File: src/rtl/sha256_msg_ctrl.sv
// Multi-block SHA-256 sequencer: picks H0 or chaining value, starts the core, chains and emits the digest.
// Latency: block accept to digest sample is 2 + core rounds + SAMPLE_DLY cycles; RUN aborts after TIMEOUT_CYC.
// Backpressure: blk_ready only in IDLE; digest held in OUT until dig_ready. Option: SHA256_MSG_CTRL_BLKCNT_EN.
module sha256_msg_ctrl #(
  parameter int TIMEOUT_CYC = 80,
  parameter int SAMPLE_DLY  = 1
) (
  input  logic         clk,
  input  logic         rst_n,
  input  logic         blk_valid,
  output logic         blk_ready,
  input  logic [511:0] blk_data,
  input  logic         blk_first,
  input  logic         blk_last,
  output logic         dig_valid,
  input  logic         dig_ready,
  output logic [255:0] dig_data,
  output logic [255:0] core_h,
  output logic [511:0] core_m,
  output logic         core_start,
  input  logic         core_done,
  input  logic [255:0] core_digest,
  output logic         busy,
  output logic         err_timeout
`ifdef SHA256_MSG_CTRL_BLKCNT_EN
  ,
  output logic [15:0]  blk_cnt
`endif
);

  localparam int CNT_W = $clog2(TIMEOUT_CYC + 1);
  localparam logic [255:0] H0 = {32'h6a09e667, 32'hbb67ae85, 32'h3c6ef372, 32'ha54ff53a,
                                 32'h510e527f, 32'h9b05688c, 32'h1f83d9ab, 32'h5be0cd19};

  typedef enum logic [2:0] {IDLE, LOAD, RUN, SETTLE, OUT} state_t;

  state_t             state_q, state_d;
  logic [255:0]       core_h_q, core_h_d;
  logic [511:0]       core_m_q, core_m_d;
  logic               last_q, last_d;
  logic [255:0]       chain_q, chain_d;
  logic               chain_act_q, chain_act_d;
  logic [255:0]       dig_q, dig_d;
  logic               err_q, err_d;
  logic [CNT_W-1:0]   run_cnt_q, run_cnt_d;
  logic [1:0]         settle_q, settle_d;
  logic               blk_acc;

  assign blk_acc = blk_valid && (state_q == IDLE);

  always_ff @(posedge clk or negedge rst_n) begin
    if (!rst_n) begin
      state_q     <= IDLE;
      core_h_q    <= '0;
      core_m_q    <= '0;
      last_q      <= 1'b0;
      chain_q     <= '0;
      chain_act_q <= 1'b0;
      dig_q       <= '0;
      err_q       <= 1'b0;
      run_cnt_q   <= '0;
      settle_q    <= '0;
    end else begin
      state_q     <= state_d;
      core_h_q    <= core_h_d;
      core_m_q    <= core_m_d;
      last_q      <= last_d;
      chain_q     <= chain_d;
      chain_act_q <= chain_act_d;
      dig_q       <= dig_d;
      err_q       <= err_d;
      run_cnt_q   <= run_cnt_d;
      settle_q    <= settle_d;
    end
  end

  // core_h/core_m only change on block accept, so they stay put from LOAD through SETTLE.
  always_comb begin
    state_d     = state_q;
    core_h_d    = core_h_q;
    core_m_d    = core_m_q;
    last_d      = last_q;
    chain_d     = chain_q;
    chain_act_d = chain_act_q;
    dig_d       = dig_q;
    err_d       = err_q;
    run_cnt_d   = run_cnt_q;
    settle_d    = settle_q;
    case (state_q)
      IDLE: begin
        if (blk_acc) begin
          core_m_d = blk_data;
          last_d   = blk_last;
          core_h_d = (blk_first || !chain_act_q) ? H0 : chain_q;
          if (blk_first) err_d = 1'b0;
          state_d  = LOAD;
        end
      end
      LOAD: begin
        run_cnt_d = '0;
        state_d   = RUN;
      end
      RUN: begin
        run_cnt_d = run_cnt_q + 1'b1;
        if (core_done) begin
          settle_d = 2'(SAMPLE_DLY);
          state_d  = SETTLE;
        end else if (run_cnt_q == CNT_W'(TIMEOUT_CYC - 1)) begin
          err_d       = 1'b1;
          chain_act_d = 1'b0;
          state_d     = IDLE;
        end
      end
      SETTLE: begin
        if (settle_q == 2'd0) begin
          chain_d = core_digest;
          if (last_q) begin
            dig_d       = core_digest;
            chain_act_d = 1'b0;
            state_d     = OUT;
          end else begin
            chain_act_d = 1'b1;
            state_d     = IDLE;
          end
        end else begin
          settle_d = settle_q - 2'd1;
        end
      end
      OUT: begin
        if (dig_ready) state_d = IDLE;
      end
      default: state_d = IDLE;
    endcase
  end

  assign blk_ready   = (state_q == IDLE);
  assign core_start  = (state_q == LOAD);
  assign dig_valid   = (state_q == OUT);
  assign busy        = (state_q != IDLE);
  assign dig_data    = dig_q;
  assign core_h      = core_h_q;
  assign core_m      = core_m_q;
  assign err_timeout = err_q;

`ifdef SHA256_MSG_CTRL_BLKCNT_EN
  logic [15:0] blk_cnt_q;

  always_ff @(posedge clk or negedge rst_n) begin
    if (!rst_n) begin
      blk_cnt_q <= '0;
    end else if (blk_acc && !dig_valid) begin
      if (blk_first)                blk_cnt_q <= 16'd1;
      else if (blk_cnt_q != 16'hffff) blk_cnt_q <= blk_cnt_q + 16'd1;
    end
  end

  assign blk_cnt = blk_cnt_q;
`endif

endmodule

File: config.mk
export PLATFORM = sky130hd
export DESIGN_NAME = sha256_msg_ctrl
export DESIGN_NICKNAME = d
export VERILOG_FILES = /design/src/rtl/sha256_msg_ctrl.sv
export SDC_FILE = /design/constraint.sdc
export NUM_CORES = 2
export LEC_CHECK = 0
export CORE_AREA = 8 8 700 702
export DETAILED_ROUTE_END_ITERATION = 6
export DIE_AREA = 0 0 708 710
export GPL_ROUTABILITY_DRIVEN = 1
export GPL_TIMING_DRIVEN = 0
export HOLD_SLACK_MARGIN = 0.05
export PLACE_DENSITY = 0.3
export SETUP_SLACK_MARGIN = 0.3
export SLEW_MARGIN = 20
export SYNTH_ARGS = -nofsm -noshare
export SYNTH_HDL_FRONTEND = slang
export SYNTH_SLANG_ARGS = --single-unit
File: constraint.sdc
create_clock -name clk -period 5.4 [get_ports clk]
set_input_delay 1.08 -clock clk [delete_from_list [all_inputs] [get_ports clk]]
set_output_delay 1.08 -clock clk [all_outputs]
set_load 0.01 [all_outputs]
==> impl_metrics.csv <==
group,metric,value,unit
outcome,status,"completed",
placement,globalplace.congestion,0.949,
clocking,cts_max_level,4,
clocking,cts_buffers,184,
sta,finClkSkew,126,ps
placement,io_buffers,1803,
clocking,cts_tree,"built",
clocking,postCtsSetupBuffers,0,
yosys,synth-seq-area-share,65.8,%
floorplan,initial_core_util,10.3,%
power,p_total,0.0531,W
grt,grt_pass1_wl,513,mm
layout,utilization,17.1,%
clocking,path_clk_slew,60,ps
critical_path,critPathCaptureType,"primary output",
sta,fmax,235,MHz
clocking,max-clock-path-buffers,4,
sta,rsz0062_at_grt,"false",
power,ir_drop,322,uV
floorplan,die_h,710,microns
drt,vias,42200,
critical_path,criticalPathCategory,"reg -> out",
power,p_per_area,647,mW/mm^2
floorplan,ios,1804,
clocking,root_buffer,"clkbuf_16",
floorplan,die_area,0.503,sq mm
run,maxCapViolCount,0,
yosys,syn-num-nets,5233,
yosys,syn_area,0.0493,sq mm
sta,slew_viol_final,0,
sta,fin_tns_setup,0,ps
sta,slew_headroom,31.0,%
yosys,ys_warn_count,0,
sta,period_share,78.7,%
drt,ant_nets,0,
yosys,ys_types,41,
critical_path,crit_path_start_kind,"flop",
drt,vias_per_cell,3.23,
layout,fillers,53200,
placement,dp_hpwl,347,mm
grt,grt.total_usage,15.5,%
clocking,clk_latency,910,ps
critical_path,crit_required,4320,ps
layout,finalNetCount,7241,
yosys,syn_area_per_cell,11.1,sq um
drt,drc,0,
critical_path,r2r_cells,8,
critical_path,rrSetupSlack,2140,ps
worst_hold_path,min_path_type,"reg -> reg",
sta,fin_crit,4250,ps
floorplan,num_rows,255,
worst_hold_path,hold_start,"chain_q[8]",
yosys,syn_inst,4456,
grt,grt_max_degree,132,
drt,first_iter_violations,2494,
drt,wl_per_cell,31.1,microns
yosys,ys_ff_latch,1295,
critical_path,r2r_end,"core_m[275]",
yosys,synth_edf_count,0,
clocking,cts_resized,0,
critical_path,worstPathArrival,3170,ps
sta,hold_viol,0,
yosys,synthFlopType,"dfrtp_1",
worst_hold_path,whs_path_depth,2,
worst_hold_path,whs_endpoint,"core_h[8]",
floorplan,die_x,708,microns
sta,setup_viol,0,
placement,pre_cts_slack,835,ps
power,p_leak,35.8,nW
sta,fin_ws,1150,ps
critical_path,r2r_start,"state_q[2]",
floorplan,core_region_area,0.480,sq mm
drt,finalWirelength,407,mm
grt,grt_pass1_vias,44300,
sta,worst_pin_slew,1040,ps
critical_path,cp_max_fo,10,
layout,layout-drive-gt1-share,15.7,%
drt,firstDrtPassIters,6,
yosys,async_flop_share,100,%
grt,overflow,0,
layout,syn_to_final_growth,66.5,%
clocking,cts_num_sinks,1295,
grt,antenna_found_initial,163,
-- cell type report --
class	instances	area (sq um)	share of cell area, %
sequential	1295	32400	39.5
timing repair buffer	1822	18500	22.6
multi-input combinational	2892	15200	18.6
tap	6425	8040	9.80
clock buffer	258	5270	6.43
buffer	262	1610	1.96
clock inverter	62	820	0.999
antenna	33	82.6	0.101
inverter	7	26.3	0.0320
-- worst max-delay path by stage --
stage                     slack, ps          end       start
after floorplan                3080    blk_ready  state_q[0]
after global placement       -65680  core_m[271]       rst_n
after global routing            960         busy  state_q[0]
after detailed placement        830  core_h[182]   blk_first
final                          1150         busy  state_q[0]
after CTS                      1020         busy  state_q[0]
-- report_power, final --
group          switching, W  internal (W)
Combinational        0.0126        0.0101
Sequential          0.00331        0.0145
Clock               0.00521       0.00739
-- layer usage --
layer / up-vias / share of wire (%) / global-route usage [%]
met5: - / 0.12 / 0
met4: 76 / 3.3 / 4.19
met3: 485 / 8.0 / 5.18
met2: 1667 / 51 / 28.4
met1: 21600 / 37 / 17.1
li1: 18400 / - / -
-- flip-flops by register name, indices dropped and copies added, names as in the netlist --
register,count
core_m,512
err_timeout,1
state_q,3
chain_q,256
run_cnt_q,7
chain_act_q,1
settle_q,2
dig_data,256
last_q,1
core_h,256
-- cells by family (layout without fill, tap and decap cells) --
family	count (synthesis)	count (layout)	share of synthesized area [%]
compound gates	166	166	1.85
fa+ha+maj	2	2	0.0508
buf+inv	269	2411	3.28
flops	1295	1295	65.8
mux	513	513	11.7
other cells	0	33	0
simple gates	2211	2211	17.3
-- timing repair --
item,in CTS,in global routing
endpoints found under the hold margin,3,0
setup endpoints to repair,0,0
hold buffers,1,0
-- worst max-delay path, stage by stage (launching register included) --
cell and delay (ps):
dfrtp_1 410, clkbuf_1 350, clkbuf_1 410, or3_1 400
clkdlybuf4s50_1 710
-- synthesized netlist by cell type (3+ instances only) --
cell type     n  area (sq um)
nor2_1       10          37.5
a22o_1        3          26.3
o21ai_0     139           696
a21oi_1       3          15.0
nor2b_1       3          18.8
nand2_1    2057          7720
dfrtp_1    1295         32400
inv_1         7          26.3
clkbuf_1     60           225
or4_1         3          22.5
nand3_1     124           621
mux2_2      513          5780
buf_6        56           631
nand2b_1      4          25.0
buf_2       143           716
-- cells in the final DEF (no fill, tap or decap), types with 7 or more instances in the layout --
cell / instances
nand2_1: 2057
clkdlybuf4s50_1: 1802
dfrtp_1: 1295
mux2_2: 513
clkbuf_16: 184
buf_2: 142
o21ai_0: 139
nand3_1: 124
clkbuf_1: 84
buf_6: 56
clkbuf_8: 39
diode_2: 33
clkinv_2: 25
buf_16: 16
bufinv_16: 12
nor2_1: 10
clkbuf_2: 10
clkinvlp_4: 9
inv_1: 7
-- metrics by stage --
stage | instances | area [sq um] | hold slack (ps)
final | 13100 | 82000 | 420
after CTS | 13000 | 82000 | 425
after floorplan | 4456 | 49300 | 462
after global routing | 13000 | 82000 | 483
after global placement | 12700 | 75300 | 456
after detailed placement | 12700 | 75900 | 454
(Power assumes the default switching activity.)
